===== src/rtl/reg_bank_param_if.sv =====
// Bus between the KGP-RISC control/datapath and reg_bank_param: write port,
// two read ports, soft clear request and status/debug outputs.
interface reg_bank_param_if #(
    parameter int DATA_W = 32,
    parameter int ADDR_W = 5
);
    logic              clr;
    logic              RgW;
    logic [ADDR_W-1:0] wrA;
    logic [DATA_W-1:0] wrD;
    logic [ADDR_W-1:0] rdA;
    logic [ADDR_W-1:0] rdB;
    logic [DATA_W-1:0] rdDA;
    logic [DATA_W-1:0] rdDB;
    logic [DATA_W-1:0] rout;
    logic              ready;
    logic              addr_err;

    modport master (
        output clr, RgW, wrA, wrD, rdA, rdB,
        input  rdDA, rdDB, rout, ready, addr_err
    );

    modport slave (
        input  clr, RgW, wrA, wrD, rdA, rdB,
        output rdDA, rdDB, rout, ready, addr_err
    );
endinterface


===== src/rtl/reg_bank_param.sv =====
// Parametrised register bank: one write port, two registered read ports, debug tap,
// sequential clear sweep and sticky range error. RF_BYPASS_EN selects write-first reads.
module reg_bank_param #(
    parameter int DATA_W    = 32,
    parameter int NUM_REGS  = 32,
    parameter int ADDR_W    = 5,
    parameter int DEBUG_REG = 7
) (
    input  logic            clock,
    input  logic            rst,
    reg_bank_param_if.slave bus
);
    typedef enum logic {ST_CLEAR, ST_RUN} state_e;

    localparam logic [ADDR_W-1:0] LAST_IDX = ADDR_W'(NUM_REGS - 1);

    state_e            state_q, state_d;
    logic [ADDR_W-1:0] ptr_q, ptr_d;
    logic [DATA_W-1:0] rd_a_q, rd_a_d;
    logic [DATA_W-1:0] rd_b_q, rd_b_d;
    logic              addr_err_q, addr_err_d;
    logic [DATA_W-1:0] regs_q [NUM_REGS];

    logic              wr_in, rd_a_in, rd_b_in;
    logic              user_wr;
    logic              we;
    logic [ADDR_W-1:0] we_addr;
    logic [DATA_W-1:0] we_data;

    // A bank that fills the whole address space can never see a bad address.
    if (NUM_REGS >= (2 ** ADDR_W)) begin : g_full_range
        assign wr_in   = 1'b1;
        assign rd_a_in = 1'b1;
        assign rd_b_in = 1'b1;
    end else begin : g_part_range
        assign wr_in   = (bus.wrA <= LAST_IDX);
        assign rd_a_in = (bus.rdA <= LAST_IDX);
        assign rd_b_in = (bus.rdB <= LAST_IDX);
    end

    // NOTE: every signal driven here gets a default first so no path can infer a latch.
    always_comb begin
        state_d    = state_q;
        ptr_d      = ptr_q;
        rd_a_d     = '0;
        rd_b_d     = '0;
        addr_err_d = addr_err_q;
        user_wr    = 1'b0;
        we         = 1'b0;
        we_addr    = ptr_q;
        we_data    = '0;

        unique case (state_q)
            ST_CLEAR: begin
                we = 1'b1;
                if (bus.clr) begin
                    ptr_d = '0;
                end else if (ptr_q == LAST_IDX) begin
                    state_d = ST_RUN;
                    ptr_d   = '0;
                end else begin
                    ptr_d = ptr_q + 1'b1;
                end
            end
            ST_RUN: begin
                user_wr = bus.RgW && wr_in && !bus.clr;
                we      = user_wr;
                we_addr = bus.wrA;
                we_data = bus.wrD;
                rd_a_d  = rd_a_in ? regs_q[bus.rdA] : '0;
                rd_b_d  = rd_b_in ? regs_q[bus.rdB] : '0;
`ifdef RF_BYPASS_EN
                if (user_wr && (bus.rdA == bus.wrA)) rd_a_d = bus.wrD;
                if (user_wr && (bus.rdB == bus.wrA)) rd_b_d = bus.wrD;
`endif
                if ((bus.RgW && !wr_in) || !rd_a_in || !rd_b_in) addr_err_d = 1'b1;
                // Entering CLEAR wins over a same-cycle range error.
                if (bus.clr) begin
                    state_d    = ST_CLEAR;
                    ptr_d      = '0;
                    addr_err_d = 1'b0;
                end
            end
            default: state_d = ST_CLEAR;
        endcase
    end

    // NOTE: sequential state uses non-blocking assignments so all flops update together.
    always_ff @(posedge clock or negedge rst) begin
        if (!rst) begin
            state_q    <= ST_CLEAR;
            ptr_q      <= '0;
            rd_a_q     <= '0;
            rd_b_q     <= '0;
            addr_err_q <= 1'b0;
        end else begin
            state_q    <= state_d;
            ptr_q      <= ptr_d;
            rd_a_q     <= rd_a_d;
            rd_b_q     <= rd_b_d;
            addr_err_q <= addr_err_d;
        end
    end

    // NOTE: the array has no reset; the clear sweep zeroes it, so it can map onto plain storage.
    always_ff @(posedge clock) begin
        if (we) regs_q[we_addr] <= we_data;
    end

    assign bus.ready    = (state_q == ST_RUN);
    assign bus.rdDA     = rd_a_q;
    assign bus.rdDB     = rd_b_q;
    assign bus.addr_err = addr_err_q;
    assign bus.rout     = (state_q == ST_RUN) ? regs_q[DEBUG_REG] : '0;
endmodule


===== src/flat_wrapper.sv =====
// flat-port wrapper written by rule: the top's interface ports become plain ports
module reg_bank_param_flat 
#(
    parameter int DATA_W    = 32,
    parameter int NUM_REGS  = 32,
    parameter int ADDR_W    = 5,
    parameter int DEBUG_REG = 7
)
  (clock, rst, bus_clr, bus_RgW, bus_wrA, bus_wrD, bus_rdA, bus_rdB, bus_rdDA, bus_rdDB, bus_rout, bus_ready, bus_addr_err);
  reg_bank_param_if #(.DATA_W(DATA_W), .ADDR_W(ADDR_W)) bus_i ();
  input  logic clock;
  input  logic rst;
  input wire logic [$bits(bus_i.clr)-1:0] bus_clr;
  input wire logic [$bits(bus_i.RgW)-1:0] bus_RgW;
  input wire logic [$bits(bus_i.wrA)-1:0] bus_wrA;
  input wire logic [$bits(bus_i.wrD)-1:0] bus_wrD;
  input wire logic [$bits(bus_i.rdA)-1:0] bus_rdA;
  input wire logic [$bits(bus_i.rdB)-1:0] bus_rdB;
  output wire logic [$bits(bus_i.rdDA)-1:0] bus_rdDA;
  output wire logic [$bits(bus_i.rdDB)-1:0] bus_rdDB;
  output wire logic [$bits(bus_i.rout)-1:0] bus_rout;
  output wire logic [$bits(bus_i.ready)-1:0] bus_ready;
  output wire logic [$bits(bus_i.addr_err)-1:0] bus_addr_err;
  assign bus_i.clr = bus_clr;
  assign bus_i.RgW = bus_RgW;
  assign bus_i.wrA = bus_wrA;
  assign bus_i.wrD = bus_wrD;
  assign bus_i.rdA = bus_rdA;
  assign bus_i.rdB = bus_rdB;
  assign bus_rdDA = bus_i.rdDA;
  assign bus_rdDB = bus_i.rdDB;
  assign bus_rout = bus_i.rout;
  assign bus_ready = bus_i.ready;
  assign bus_addr_err = bus_i.addr_err;
  reg_bank_param #(.DATA_W(DATA_W), .NUM_REGS(NUM_REGS), .ADDR_W(ADDR_W), .DEBUG_REG(DEBUG_REG)) u_core (.clock(clock), .rst(rst), .bus(bus_i));
endmodule

===== config.mk =====
export PLATFORM = sky130hd
export DESIGN_NAME = reg_bank_param_flat
export DESIGN_NICKNAME = d
export VERILOG_FILES = /design/src/rtl/reg_bank_param_if.sv /design/src/rtl/reg_bank_param.sv /design/src/flat_wrapper.sv
export SDC_FILE = /design/constraint.sdc
export NUM_CORES = 1
export LEC_CHECK = 0
export ABC_AREA = 0
export CORE_ASPECT_RATIO = 1.2
export CORE_MARGIN = 2
export CORE_UTILIZATION = 62
export DETAILED_ROUTE_END_ITERATION = 10
export PLACE_DENSITY_LB_ADDON = 0.05
export SLEW_MARGIN = 20
export SYNTH_ARGS = -nofsm -noshare
export SYNTH_HDL_FRONTEND = slang
export SYNTH_SLANG_ARGS = --single-unit

===== constraint.sdc =====
create_clock -name clock -period 3.5 [get_ports clock]
set_clock_uncertainty 0.15 [all_clocks]
set_input_delay 0.7 -clock clock [delete_from_list [all_inputs] [get_ports clock]]
set_output_delay 0.7 -clock clock [all_outputs]
set_load 0.01 [all_outputs]

==> results.py, run 1 <==
metrics = {
    "detailed_routing": {
        "first_iter_violations": 4343,
        "wl_per_cell_um": 38.7,
        "routed-via-count": 29625,
        "drt_wl_total_um": 150000,
        "dr.pass1.iters": 6,
        "vias_per_cell": 7.64,
        "drc": 0,
        "drtAntennaViolNets": 0,
    },
    "critical_path": {
        "critPathCaptureType": "output port",
        "crit_required_ns": 2.65,
        "ff2ff_path_depth": 6,
        "path_class": "flip-flop to output port",
        "cp.arrival_ns": 2.51,
        "worstPathMaxFanout": 40,
        "critPathLaunchType": "flip-flop",
    },
    "timing": {
        "setup-tns-final_ns": 0,
        "tightest_slew_ns": 1.11,
        "rsz0062_at_grt": "false",
        "setup_violations": 0,
        "drv_slew": 0,
        "whs_ns": 0.406,
        "hold_violations": 0,
        "fmax_ghz": 0.297,
        "period_needed_ns": 3.36,
        "finalWorstSetupSlack_ns": 0.138,
        "max-slew-margin-rel_pct": 25.4,
        "fin_crit_sh_pct": 96.1,
    },
    "synth": {
        "syn_avg_cell_area_um2": 19.8,
        "synth-main-ff-cell": "edfxtp_1",
        "synthSimpleGateAreaFrac_pct": 1.73,
        "netlist_area_mm2": 0.0496,
        "synth_nets": 2562,
        "synth_compound_area_share_pct": 4.66,
        "synthMuxAreaShare_pct": 25.9,
        "postSynthCellCount": 2509,
        "synth_fa_ha_area_share_pct": 0.0504,
        "yosys_warnings": 0,
        "synth_xor_area_share_pct": 0,
        "ys_types": 36,
        "synth_edf_count": 1024,
        "synthArstFlopShare_pct": 6.40,
        "synth-seq-cells": 1094,
        "yosysSeqAreaShare_pct": 65.5,
        "synth_top_family_by_area": "multiplexers",
    },
    "global_route": {
        "grt_pass1_wl_um": 215000,
        "met2_usage_pct": 58.5,
        "track_usage_pct": 36.8,
        "grt_overflow_total": 0,
        "use_met3_pct": 7.82,
        "grt_max_degree": 85,
        "grt_pass1_vias": 30372,
        "grt_use_met1_pct": 49.5,
        "antenna_found_initial": 4,
        "busiest_layer": "met2",
    },
    "floorplan": {
        "chipHeight_um": 314,
        "ioPinCount": 149,
        "start_util_pct": 62.7,
        "row_count": 113,
        "dieArea_mm2": 0.0824,
        "core_region_area_mm2": 0.0792,
        "die_w_um": 262,
    },
    "place": {
        "placed_area_mm2": 0.0537,
        "port_buffers": 147,
        "hpwl_um": 92600,
        "place_ws_ns": 0.345,
        "gp_congestion": 0.892,
    },
    "power_and_ir_drop": {
        "switching_share_pct": 21.7,
        "pwr-share-comb_pct": 7.2,
        "power_switching_mw": 6.16,
        "p_clk_share_pct": 42.4,
        "cellPowerDensity_mw_per_mm2": 495,
        "ir_drop_uv": 455,
        "p_leak_nw": 19.4,
        "p_seq_share_pct": 50.4,
        "p_int_mw": 22.2,
    },
    "clock_network": {
        "clockBufferDepth": 3,
        "cts_buffers": 105,
        "cts_sinks": 1094,
        "clkSlewWorstSetupHoldPaths_ns": 0.06,
        "post_cts_resize_count": 0,
        "clock-root-buffer": "clkbuf_16",
        "htree_levels": 3,
        "insertion_delay_ns": 0.68,
        "cts_tree": "yes",
    },
    "layout": {
        "num-fill-cells": 4704,
        "design_area_mm2": 0.0574,
        "final_util_pct": 72.5,
        "area_growth_pct": 15.6,
        "drive_above_1_share_pct": 35.4,
        "nNetsFinal": 2803,
    },
    "status": {
        "status": "complete, no violations",
    },
    "job": {
        "cap_violations": 0,
    },
    "min_path": {
        "worstHoldPathType": "primary input to async pin",
    },
}
==> metal layers <==
layer	wire length, um	vias up	part of all wire [%]
met5	9	-	0.0060
met2	72400	2392	48
met3	17000	452	11
li1	-	11310	-
met4	7630	2	5.1
met1	53100	15469	35
==> power groups by stage <==
stage	logic, mW	clock network, mW	registers, mW
floorplan	1.29	0	14.6
global placement	1.98	0	14.6
detailed placement	2.01	0	14.6
CTS	2.02	12.1	14.3
global route	2.11	12.6	14.3
finish	2.04	12.0	14.3
==> synth_stat cells, drive strengths merged, types with 6 or more instances <==
| cell | n | area share [%] |
|---|---|---|
| o2111ai | 17 | 0.30 |
| o221ai | 64 | 1.1 |
| inv | 6 | 0.045 |
| edfxtp | 1024 | 62 |
| mux2i | 132 | 2.7 |
| a22oi | 64 | 0.97 |
| and2 | 66 | 0.83 |
| dfrtp | 70 | 3.5 |
| clkbuf | 110 | 0.83 |
| buf | 98 | 1.3 |
| nand2 | 47 | 0.36 |
| a221oi | 47 | 0.83 |
| mux4 | 448 | 20 |
| o21ai | 51 | 0.51 |
| nor2 | 44 | 0.33 |
| mux2 | 130 | 2.9 |
| a31oi | 65 | 0.82 |
==> state kept, by name, summed over array words and instances, names as in the netlist <==
name	flops
u_core.bus.ready	1
u_core.ptr_q	5
u_core.bus.rdDB	32
u_core.regs_q	1024
u_core.bus.rdDA	32
==> worst max-delay path, cell delays in order (launching register included) <==
cell	delay (ns)
dfrtp_4	0.75
buf_4	0.33
and2_1	0.20
clkdlybuf4s50_1	0.55
==> what timing repair did <==
item                                   in CTS  in global routing
hold buffers                                1                  0
buffers inserted                            0                  0
endpoints found under the hold margin      27                  0
==> layout make-up <==
cell class / count / area, um^2 / share of cell area (%)
Sequential cell: 1094 / 32500 / 56.6
Tap cell: 1035 / 1290 / 2.26
Clock inverter: 62 / 762 / 1.33
Inverter: 6 / 25.0 / 0.0436
Timing Repair Buffer: 342 / 3530 / 6.15
Multi-Input combinational cell: 1201 / 16400 / 28.5
Clock buffer: 136 / 2900 / 5.05
Antenna cell: 1 / 2.50 / 0.00436
==> cells in the final DEF (no fill, tap or decap), types with 24 or more instances in the layout <==
| cell type | count |
|---|---|
| edfxtp_1 | 1024 |
| mux4_2 | 448 |
| buf_4 | 148 |
| clkdlybuf4s50_1 | 136 |
| mux2i_1 | 132 |
| mux2_2 | 130 |
| clkbuf_16 | 109 |
| dfrtp_1 | 69 |
| a31oi_1 | 65 |
| a22oi_1 | 64 |
| o221ai_1 | 64 |
| and2_1 | 61 |
| a221oi_1 | 47 |
| nand2_1 | 47 |
| buf_12 | 47 |
| o21ai_0 | 38 |
| nor2_4 | 34 |
| clkinv_2 | 24 |
==> cells by family (layout without fill, tap and decap cells) <==
logic type	Yosys count	in the layout
flops	1094	1094
mux	710	710
compound gates	315	315
buf+inv	214	546
simple gates	173	173
fa+ha+maj	2	2
other cells	1	2
==> final timing paths <==
kind                                  endpoint  slack [ns]             start
setup / recovery                  bus_rout[28]        0.14  u_core.bus.ready
hold / removal             u_core.bus.rdDA[26]        0.41               rst
setup reg to reg           u_core.regs_q[8][5]        0.84  u_core.bus.ready
hold reg to reg                u_core.ptr_q[3]        0.48   u_core.ptr_q[3]
max in group asynchronous  u_core.bus.rdDA[12]        2.06               rst
min in group clock         u_core.bus.rdDA[17]        0.43        bus_rdA[4]
==> metrics by stage <==
stage	std cells	total power [mW]
global route	3876	29.0
finish	3877	28.4
detailed placement	3675	16.6
global placement	3675	16.6
CTS	3874	28.4
floorplan	2509	15.9
Note: power is estimated with default switching activity, not from simulation.
==> inputs of run 2 (changes only) <==
Settings changed: CTS_BUF_LIST set to sky130_fd_sc_hd__clkbuf_4 sky130_fd_sc_hd__clkbuf_8.
==> results.py, run 2 (synthesis gave the netlist of run 1 again) <==
metrics = {
    "status": {
        "status": "complete, no violations",
    },
    "layout": {
        "top_register": "u_core.regs_q",
        "drive_above_1_share_pct": 37.5,
        "area_growth_pct": 15.2,
        "multiInputGateArea_mm2": 0.0164,
        "nNetsFinal": 2866,
        "final_cell_mix": "1024 x edfxtp_1, 448 x mux4_2, 175 x clkbuf_8",
        "num-fill-cells": 4806,
        "seq_area_mm2": 0.0325,
        "largest_register_ffs": 1024,
        "layout_commonest_cell": "edfxtp_1",
    },
    "critical_path": {
        "r2r-end": "u_core.regs_q[28][1]",
        "crit_required_ns": 2.65,
        "cpPeakStageDelay_ns": 0.69,
        "path_class": "flip-flop to output port",
        "critPathSlowestCell": "dfrtp_4",
        "critPathCaptureType": "output port",
        "rrSetupSlack_ns": 0.74,
        "cp.arrival_ns": 2.58,
        "crit-reg2reg-launch": "u_core.bus.ready",
        "crit_chain": "buf_4, and2_1, clkdlybuf4s50_1",
        "ff2ff_path_depth": 5,
        "worstPathMaxFanout": 21,
        "critPathLaunchType": "flip-flop",
    },
    "detailed_routing": {
        "dr.pass1.iters": 6,
        "first_iter_violations": 4307,
        "drtAntennaViolNets": 0,
        "wl_per_cell_um": 37.5,
        "vias_per_cell": 7.50,
        "routed-via-count": 29953,
        "drt_wl_total_um": 150000,
        "drc": 0,
    },
    "power_and_ir_drop": {
        "total_power_mw": 27.3,
        "p_leak_nw": 19.4,
        "ir_drop_uv": 416,
        "cellPowerDensity_mw_per_mm2": 478,
    },
    "timing": {
        "setup-tns-final_ns": 0,
        "tightest_slew_ns": 1.13,
        "drv_slew": 0,
        "setup_violations": 0,
        "rsz0062_at_grt": "false",
        "finalWorstSetupSlack_ns": 0.0656,
        "max-slew-margin-rel_pct": 24.9,
        "fmax_ghz": 0.291,
        "hold_violations": 0,
        "period_needed_ns": 3.43,
        "fin_crit_sh_pct": 98.1,
    },
    "global_route": {
        "track_usage_pct": 36.8,
        "antenna_found_initial": 5,
        "grt_pass1_vias": 30788,
        "grt_max_degree": 85,
        "grt_overflow_total": 0,
        "grt_pass1_wl_um": 214000,
    },
    "floorplan": {
        "dieArea_mm2": 0.0824,
        "core_region_area_mm2": 0.0792,
        "row_count": 113,
        "start_util_pct": 62.7,
        "die_w_um": 262,
        "ioPinCount": 149,
        "chipHeight_um": 314,
    },
    "place": {
        "port_buffers": 147,
        "gp_congestion": 0.892,
        "hpwl_um": 92600,
        "place_ws_ns": 0.345,
    },
    "clock_network": {
        "cts_tree": "yes",
        "insertion_delay_ns": 0.85,
        "clockBufferDepth": 3,
        "cts_sinks": 1094,
        "htree_levels": 4,
        "clock-root-buffer": "clkbuf_8",
        "cts_buffers": 168,
        "clkSlewWorstSetupHoldPaths_ns": 0.07,
    },
    "min_path": {
        "worstHoldPathType": "primary input to async pin",
    },
    "job": {
        "cap_violations": 0,
    },
}
## run 2: cell types whose count changed in the layout (fill, tap and decap cells not counted), sizes merged
cell	before	now
inv	7	12
clkbuf	137	216
clkinv	34	73
clkinvlp	11	8
diode	1	3
bufinv	16	10
## run 2: routing by layer
layer | up-vias | global-route usage (%) | part of all wire, %
li1 | 11479 | - | -
met1 | 15666 | 48.7 | 35
met2 | 2337 | 58.3 | 48
met3 | 469 | 9.37 | 12
met4 | 2 | 17.5 | 5.1
met5 | - | 0 | 0.0053
## run 2: how the worst max path moves through the flow
stage	start	to	slack, ns	cells after the start
3_3_place_gp	bus_rdB[0]	u_core.bus.rdDB[11]	0.34	6
2_1_floorplan	u_core.bus.ready	u_core.regs_q[16][0]	0.30	4
4_1_cts	u_core.bus.ready	bus_rout[28]	0.04	3
6_report	u_core.bus.ready	bus_rout[28]	0.07	3
3_5_place_dp	bus_rdB[0]	u_core.bus.rdDB[11]	0.34	6
5_1_grt	u_core.bus.ready	bus_rout[28]	0.01	3
## run 2: where the power goes
| part | switching (mW) | total [mW] | internal (mW) |
|---|---|---|---|
| Sequential | 0.0644 | 14.3 | 14.3 |
| Clock | 5.11 | 11.0 | 5.85 |
| Combinational | 1.11 | 2.04 | 0.928 |
## run 2: cell type report
type	count	share of cell area, %
sequential	1094	56.8
multi-input combinational	1201	28.6
timing repair buffer	342	6.20
clock buffer	215	4.72
tap	1035	2.26
clock inverter	97	1.31
inverter	6	0.0437
antenna	3	0.0131
## run 2: through the flow
stage                     instance area, um^2  utilization [%]  std cells  hold WS, ns
after floorplan                         49600                -       2509        0.254
after global placement                  53700             67.8       3675        0.434
after detailed placement                53700             67.8       3675        0.451
after CTS                               57200             72.2       3989        0.185
after global routing                    57200             72.2       3991        0.274
final                                   57200             72.2       3993        0.252
## run 2: critical path: cells and delay by family, from the launching register on
kind | cells | cell delay (ns)
DFF | 1 | 0.69
and+or+nand+nor | 1 | 0.20
buffers and inverters | 2 | 0.87
## run 2: timing repair
action                                 CTS  global route
buffers inserted                         1             0
hold buffers                             1             0
endpoints found under the hold margin   27             0
gates resized for setup                  0             0
setup endpoints to repair                5             0
